[src/rtl/fp_special_pipe.sv]
`timescale 1ns/1ps
// fp_special_pipe: two-stage special-case override for a sin/cos datapath.
// Classifies the original IEEE754 operand (zero/subnormal/inf/nan) and
// either passes the core result through or substitutes the special-case
// result (QNAN, signed zero, or +1.0). It also keeps sticky special-event
// flags and a saturating count of delivered special results.
//
// Ports:
//   clk, rst         rising-edge clock, synchronous active-high reset
//   in_valid/ready   operand + core-result pair handshake
//   func             0 = sin, 1 = cos
//   in_op, core_res  original operand, datapath result (W bits each)
//   out_valid/ready  result handshake
//   out_res          final result, out_special = came from special logic
//   clr_flags        clears sticky flags and spec_cnt (a set wins)
//   flag_invalid/nan/daz, spec_cnt   sticky status
module fp_special_pipe #(
  parameter int unsigned EXP_W = 8,
  parameter int unsigned MAN_W = 23,
  parameter int unsigned DAZ   = 1,
  parameter int unsigned CNT_W = 16
) (
  input  logic                   clk,
  input  logic                   rst,
  input  logic                   in_valid,
  output logic                   in_ready,
  input  logic                   func,
  input  logic [EXP_W+MAN_W:0]   in_op,
  input  logic [EXP_W+MAN_W:0]   core_res,
  output logic                   out_valid,
  input  logic                   out_ready,
  output logic [EXP_W+MAN_W:0]   out_res,
  output logic                   out_special,
  input  logic                   clr_flags,
  output logic                   flag_invalid,
  output logic                   flag_nan,
  output logic                   flag_daz,
  output logic [CNT_W-1:0]       spec_cnt
);

  localparam int unsigned W = 1 + EXP_W + MAN_W;

  // Quiet NaN: positive sign, all-ones exponent and mantissa.
  localparam logic [W-1:0] QNAN    = {1'b0, {(W-1){1'b1}}};
  // +1.0: exponent equal to the bias, mantissa zero.
  localparam logic [W-1:0] ONE_VAL = {2'b00, {(EXP_W-1){1'b1}}, {MAN_W{1'b0}}};

  // Operand classification (combinational, captured into S1)
  logic [EXP_W-1:0] in_exp;
  logic [MAN_W-1:0] in_man;
  logic             cls_zero, cls_flush, cls_inf, cls_nan;

  always_comb begin
    in_exp    = in_op[W-2 -: EXP_W];
    in_man    = in_op[MAN_W-1:0];
    cls_zero  = (~|in_exp) & (~|in_man);
    // Subnormals only take the zero path when flushing is enabled.
    cls_flush = (~|in_exp) & (|in_man) & (DAZ != 0);
    cls_inf   = (&in_exp) & (~|in_man);
    cls_nan   = (&in_exp) & (|in_man);
  end

  // Stage S1 registers
  logic           s1_valid_q, s1_valid_d;
  logic           s1_sign_q,  s1_sign_d;
  logic           s1_func_q,  s1_func_d;
  logic [W-1:0]   s1_core_q,  s1_core_d;
  logic           s1_zero_q,  s1_zero_d;
  logic           s1_flush_q, s1_flush_d;
  logic           s1_inf_q,   s1_inf_d;
  logic           s1_nan_q,   s1_nan_d;

  // Stage S2 registers (drive the outputs directly)
  logic           out_valid_q,   out_valid_d;
  logic [W-1:0]   out_res_q,     out_res_d;
  logic           out_special_q, out_special_d;
  logic           s2_inf_q,      s2_inf_d;
  logic           s2_nan_q,      s2_nan_d;
  logic           s2_flush_q,    s2_flush_d;

  // Sticky status
  logic             flag_invalid_q, flag_invalid_d;
  logic             flag_nan_q,     flag_nan_d;
  logic             flag_daz_q,     flag_daz_d;
  logic [CNT_W-1:0] spec_cnt_q,     spec_cnt_d;

  logic           s2_load;
  logic           accept;
  logic           out_hs;
  logic [W-1:0]   sel_res;
  logic           sel_special;

  // Special-case result selection from S1 contents
  always_comb begin
    sel_res     = s1_core_q;
    sel_special = 1'b0;
    if (s1_nan_q | s1_inf_q) begin
      sel_res     = QNAN;
      sel_special = 1'b1;
    end else if (s1_zero_q | s1_flush_q) begin
      sel_res     = s1_func_q ? ONE_VAL : {s1_sign_q, {(W-1){1'b0}}};
      sel_special = 1'b1;
    end
  end

  // Handshake / stage-advance control
  always_comb begin
    s2_load  = ~out_valid_q | out_ready;
    in_ready = ~s1_valid_q | s2_load;
    accept   = in_valid & in_ready;
    out_hs   = out_valid_q & out_ready;
  end

  // Next-state for pipeline and status
  always_comb begin
    s1_valid_d     = s1_valid_q;
    s1_sign_d      = s1_sign_q;
    s1_func_d      = s1_func_q;
    s1_core_d      = s1_core_q;
    s1_zero_d      = s1_zero_q;
    s1_flush_d     = s1_flush_q;
    s1_inf_d       = s1_inf_q;
    s1_nan_d       = s1_nan_q;
    out_valid_d    = out_valid_q;
    out_res_d      = out_res_q;
    out_special_d  = out_special_q;
    s2_inf_d       = s2_inf_q;
    s2_nan_d       = s2_nan_q;
    s2_flush_d     = s2_flush_q;
    flag_invalid_d = flag_invalid_q;
    flag_nan_d     = flag_nan_q;
    flag_daz_d     = flag_daz_q;
    spec_cnt_d     = spec_cnt_q;

    if (accept) begin
      s1_valid_d = 1'b1;
      s1_sign_d  = in_op[W-1];
      s1_func_d  = func;
      s1_core_d  = core_res;
      s1_zero_d  = cls_zero;
      s1_flush_d = cls_flush;
      s1_inf_d   = cls_inf;
      s1_nan_d   = cls_nan;
    end else if (s2_load) begin
      s1_valid_d = 1'b0;
    end

    if (s2_load) begin
      out_valid_d = s1_valid_q;
      if (s1_valid_q) begin
        out_res_d     = sel_res;
        out_special_d = sel_special;
        s2_inf_d      = s1_inf_q;
        s2_nan_d      = s1_nan_q;
        s2_flush_d    = s1_flush_q;
      end
    end

    // Clear first, so a coincident set from the delivered item wins.
    if (clr_flags) begin
      flag_invalid_d = 1'b0;
      flag_nan_d     = 1'b0;
      flag_daz_d     = 1'b0;
      spec_cnt_d     = '0;
    end
    if (out_hs) begin
      if (s2_inf_q)   flag_invalid_d = 1'b1;
      if (s2_nan_q)   flag_nan_d     = 1'b1;
      if (s2_flush_q) flag_daz_d     = 1'b1;
      if (out_special_q) begin
        if (clr_flags)        spec_cnt_d = CNT_W'(1);
        else if (~&spec_cnt_q) spec_cnt_d = spec_cnt_q + CNT_W'(1);
      end
    end
  end

  // State registers
  always_ff @(posedge clk) begin
    if (rst) begin
      s1_valid_q     <= 1'b0;
      s1_sign_q      <= 1'b0;
      s1_func_q      <= 1'b0;
      s1_core_q      <= '0;
      s1_zero_q      <= 1'b0;
      s1_flush_q     <= 1'b0;
      s1_inf_q       <= 1'b0;
      s1_nan_q       <= 1'b0;
      out_valid_q    <= 1'b0;
      out_res_q      <= '0;
      out_special_q  <= 1'b0;
      s2_inf_q       <= 1'b0;
      s2_nan_q       <= 1'b0;
      s2_flush_q     <= 1'b0;
      flag_invalid_q <= 1'b0;
      flag_nan_q     <= 1'b0;
      flag_daz_q     <= 1'b0;
      spec_cnt_q     <= '0;
    end else begin
      s1_valid_q     <= s1_valid_d;
      s1_sign_q      <= s1_sign_d;
      s1_func_q      <= s1_func_d;
      s1_core_q      <= s1_core_d;
      s1_zero_q      <= s1_zero_d;
      s1_flush_q     <= s1_flush_d;
      s1_inf_q       <= s1_inf_d;
      s1_nan_q       <= s1_nan_d;
      out_valid_q    <= out_valid_d;
      out_res_q      <= out_res_d;
      out_special_q  <= out_special_d;
      s2_inf_q       <= s2_inf_d;
      s2_nan_q       <= s2_nan_d;
      s2_flush_q     <= s2_flush_d;
      flag_invalid_q <= flag_invalid_d;
      flag_nan_q     <= flag_nan_d;
      flag_daz_q     <= flag_daz_d;
      spec_cnt_q     <= spec_cnt_d;
    end
  end

  assign out_valid    = out_valid_q;
  assign out_res      = out_res_q;
  assign out_special  = out_special_q;
  assign flag_invalid = flag_invalid_q;
  assign flag_nan     = flag_nan_q;
  assign flag_daz     = flag_daz_q;
  assign spec_cnt     = spec_cnt_q;

endmodule

[config.mk]
export PLATFORM = sky130hd
export DESIGN_NAME = fp_special_pipe
export DESIGN_NICKNAME = d
export VERILOG_FILES = /design/src/rtl/fp_special_pipe.sv
export SDC_FILE = /design/constraint.sdc
export NUM_CORES = 1
export LEC_CHECK = 0
export BUFFER_PORTS_ARGS = -buffer_cell sky130_fd_sc_hd__buf_2
export CORE_MARGIN = 2
export CORE_UTILIZATION = 41
export DETAILED_ROUTE_END_ITERATION = 16
export PLACE_DENSITY = 0.7
export SETUP_SLACK_MARGIN = 0.15
export SYNTH_ARGS = -nofsm -noshare
export SYNTH_HDL_FRONTEND = slang
export SYNTH_SLANG_ARGS = --single-unit
[constraint.sdc]
create_clock -name clk -period 2 [get_ports clk]
set_clock_uncertainty 0.15 [all_clocks]
set_input_delay 0.4 -clock clk [delete_from_list [all_inputs] [get_ports clk]]
set_output_delay 0.4 -clock clk [all_outputs]
set_load 0.02 [all_outputs]
# == Yosys cells after proc, flatten, opt, wreduce, memory -nomap -nowiden ==
# Index checks and enable logic that the tools add are counted.
# word_totals
out_inout_bits,54
mem_count,0
ram_bits,0
latchBits,0
reg_bits,95
in_bits,70
romBits,0
wordCells,60
# classes
n_eq_ne,0
reduce_logical,8
n_div,0
addsub,1
bitwise_logic,12
order_cmp,0
muxes,21
shifts,0
mul,0
# op_table
op,count
2-to-1 mux 32 bit,3
2-to-1 mux 16 bit,5
OR reduction 23 bit,1
adder 16 x 1 -> 16 bit (second input constant),1
AND reduction 16 bit,1
2-to-1 mux 1 bit,13
AND reduction 8 bit,1
OR reduction 8 bit,1
bitwise AND 1 bit,6
OR 1 bit,4
zero test 1 bit,2
inverter 1 bit,2
AND reduction 2 bit,1
nonzero test 2 bit,1

# == Longest topological paths before layout ==
# logic_depth
depth_word,5
depth_mapped,6
ltp_nobuf,5

# == Worst setup path after synthesis ==
# OpenSTA, ideal clock, no wires.
# synth_path
path_type,register to register
from,"register spec_cnt_q[0], in the netlist spec_cnt[0]"
to,"register spec_cnt_q[14], in the netlist spec_cnt[14]"
slack_ps,108
stages_incl_launch_ff,6
arrival_ps,1671
setup_ps,70
period_less_slack_ps,1892
cell_sequence,dfxtp_1 ha_1 nand4_2 a211o_1 or4_1 a21oi_1
# synth_via
elab_chain_len,5
elab_cells_between_ends,6
classes_between,1 x add/sub; 4 x mux; 1 x reduce/logical
# synth_lines
item,line,rtl
start: declaration,85,"logic [CNT_W-1:0] spec_cnt_q, spec_cnt_d;"
start signal: assignment,216,spec_cnt_q <= spec_cnt_d;
adder 16 x 1 -> 16 bit / AND reduction 16 bit (equally long branches),172,else if (~&spec_cnt_q) spec_cnt_d = spec_cnt_q + CNT_W'(1);
2-to-1 mux 16 bit (*),172,
2-to-1 mux 16 bit (*),171,if (clr_flags) spec_cnt_d = CNT_W'(1);
2-to-1 mux 16 bit (*),170,if (out_special_q) begin
2-to-1 mux 16 bit (*),166,if (out_hs) begin
# Mark *: on every way between the ends. The rest lies on a longest branch, timed or not.
# A chain may end at the register's enable or synchronous reset.

# == Worst setup path after layout ==
# Ends and elaborated chain as after synthesis.

==> key figures <==
Floorplanning
  • Die height: 100 um
  • Core area: 9110 sq um
  • Initial Utilization: 41.7%
  • Die area: 10100 sq um
  • # IOs: between 100 and 150
  • Die Width: approximately 100 um
  • Num rows: 35

Setup path
  • CP arrival: 1.94 ns
  • CP Class: flop to flop
  • Critical Path Start Type: flop
  • Worst path cell trace: ha_2 -> nand4_2 -> a211o_1 -> or4_1 -> a21oi_1
  • Slowest-stage cell, CP: or4_1
  • Crit path max fanout: 6
  • Worst Setup EP: spec_cnt[14]
  • Reg2reg path depth: 5
  • Worst Setup SP: spec_cnt[0]
  • R2r setup slk: 0.20 ns
  • FF-to-FF Start: spec_cnt[0]
  • CP required: between 2 and 2.5 ns
  • CP peak stage delay: 0.42 ns
  • Reg2Reg Capture Point: spec_cnt[14]
  • CP Capture Type: flop

GRT
  • Number of global-route vias before repair: 3566
  • GR Util met3: ~3.8%
  • Met2 usage: 33.4%
  • Global route hottest layer: met2
  • Initial antenna violation count: 0
  • All-Layer GR Usage: 20.2%
  • Largest net degree at the start of global routing: 51
  • Met1 usage: 26.0%
  • Grt ovf: 0
  • Global-route wire length before repair: 16.4 mm

Timing
  • Setup TNS Final: 0 ns
  • Min Tclk post-route: 1.80 ns
  • Max-slew headroom: 66.3%
  • RSZ-0062 raised after global routing: yes
  • Final hold vios: 0
  • Tcrit/Tclk final: 89.9%
  • Pins Over Slew Limit: 0
  • Worst-margin pin slew: 0.506 ns
  • Final setup vio count: 0
  • Max Clock Freq: 556 MHz
  • Setup ws final: 0.201 ns
  • Final hold slack: about 0.12 ns

Clock network
  • Hold_buf cts: 0
  • Clk sinks: 95
  • H-tree lvl count: 3
  • CTS Buf Count: 9
  • Clk buf depth: 2
  • Clk slew on worst S/H paths: 0.09 ns
  • Worst-Skew Late Latency: 0.36 ns
  • Clock Root Buffer: clkbuf_8
  • TritonCTS clock tree: yes

Cells and area
  • Layout cell share with drive strength beyond 1: 29.0%
  • Synth-to-layout area growth: 26.1%
  • Commonest non-fill, non-tap cells in the layout: 123 x buf_2, 110 x nand2_1, 90 x dfxtp_1
  • Register area: 1910 sq um
  • Multi-input logic area: 1760 sq um
  • Fin nets: 659
  • Fillers: ~910
  • Number of diodes: 0
  • Most common cell after layout, fill and taps aside: buf_2
  • Final instance area: 4790 sq um

Synth
  • FF+latch count, synth: 95
  • Cell count after synthesis: approximately 470
  • Syn avg cell area: just over 8 sq um
  • Syn_nets: around 540
  • Cell area after synthesis: roughly 3800 sq um
  • Number of synthesis warnings: 0
  • Ys async rst share: 0%
  • Post-synth EDFFs: 0
  • Seq/Total Area, Yosys: 50.0%
  • Synth Flop Type: dfxtp_1
  • Synth unique cells: 39

Worst hold path
  • Worst min path class: input pin to flop
  • Worst Hold Depth: 3

Job
  • Max Cap Violations: 0

Route
  • Via/cell ratio: about 5.3
  • Final ANT Viol Nets: 0
  • Avg WL per Cell: 14.0 um
  • DRC Markers: 0
  • Via count: 3758
  • First-pass detailed-route iteration total: 4
  • Post-Route WL: a little under 10 mm
  • Initial drt markers: 121

Placed design
  • Area after DPL: 4570 sq um
  • Port Buffer Count: 123
  • Final HPWL DP: 6.99 mm
  • RePlAce Congestion: around 0.85
  • Dpl ws: 0.163 ns

Outcome
  • Status: finished clean

Power
  • Static leakage: 1.99 nW
  • P per Cell Area: approximately 780 nW/um^2
  • Total Power: between 0.003 and 0.004 W
  • Peak VDD IR: 0.398 mV
## metrics by stage
| step | utilization, % | std cells |
|---|---|---|
| global placement | 50.1 | 686 |
| global route | 52.6 | 704 |
| CTS | 52.3 | 702 |
| detailed placement | 50.1 | 686 |
| floorplan | - | 467 |
| finish | 52.6 | 704 |
## Yosys cell counts (3+ instances only)
library cell	number	area [sq um]
a211oi_1	25	188
a21oi_1	59	295
a22o_1	4	35.0
a32oi_1	3	26.3
and2_1	3	18.8
and3_1	3	18.8
and4_1	3	26.3
buf_1	3	11.3
buf_2	3	15.0
buf_4	4	30.0
clkbuf_1	20	75.1
dfxtp_1	95	1900
inv_1	4	15.0
nand2_1	110	413
nand3_1	9	45.0
nand4_1	10	62.6
nor2_1	42	158
nor3_1	10	50.1
nor4_1	10	62.6
o21ai_0	8	40.0
o31ai_1	6	45.0
or3_1	6	37.5
or4_1	7	52.6
## layer usage
metal	routed length (um)	share of wire, %	vias up
li1	-	-	1887
met2	4710	48	106
met4	147	1.5	0
met3	510	5.2	14
met1	4470	45	1751
met5	0	0	-
## final cells by class
class                   instances  area share (%)
clock inverters                 5            1.17
flip-flops and latches         95            39.9
inverters                       4           0.313
multi-input cells             338            36.8
clock buffers                  11            2.95
well taps                     111            2.90
repair buffers                140            16.0
## where the power goes
group | internal (W) | switching, W
Clock | 0.000613 | 0.000661
Sequential | 0.00198 | 0.0000463
Combinational | 0.000169 | 0.000260
## worst min-delay path by stage
stage	from	endpoint	slack [ns]
finish	core_res[11]	s1_core_q[11]	0.12
detailed placement	s1_core_q[28]	s1_core_q[28]	0.30
global route	core_res[14]	s1_core_q[14]	0.12
global placement	s1_core_q[31]	s1_core_q[31]	0.29
floorplan	s1_sign_q	s1_sign_q	0.28
CTS	core_res[11]	s1_core_q[11]	0.10
## worst max-delay path: cells and delay by family (launching register included)
| kind | cells | cell delay [ns] |
|---|---|---|
| adders and majority gates | 1 | 0.19 |
| and+or+nand+nor | 2 | 0.53 |
| DFF | 1 | 0.37 |
| AOI/OAI and AO/OA | 2 | 0.50 |
## cells by family (layout without fill, tap and decap cells)
family	count (synthesis)	after routing	share of synthesized area, %
AOI/OAI and AO/OA	112	112	18.0
adders and majority gates	1	1	0.329
DFF	95	95	50.0
buffers and inverters	34	160	3.85
muxes	1	1	0.263
and+or+nand+nor	224	224	27.5
## repair_timing
| item | 4_1_cts | 5_1_grt |
|---|---|---|
| setup endpoints to repair | 0 | 7 |
| setup buffers | 0 | 2 |
| gates resized for setup | 0 | 7 |
No activity file was read; power rests on OpenSTA's default activity.
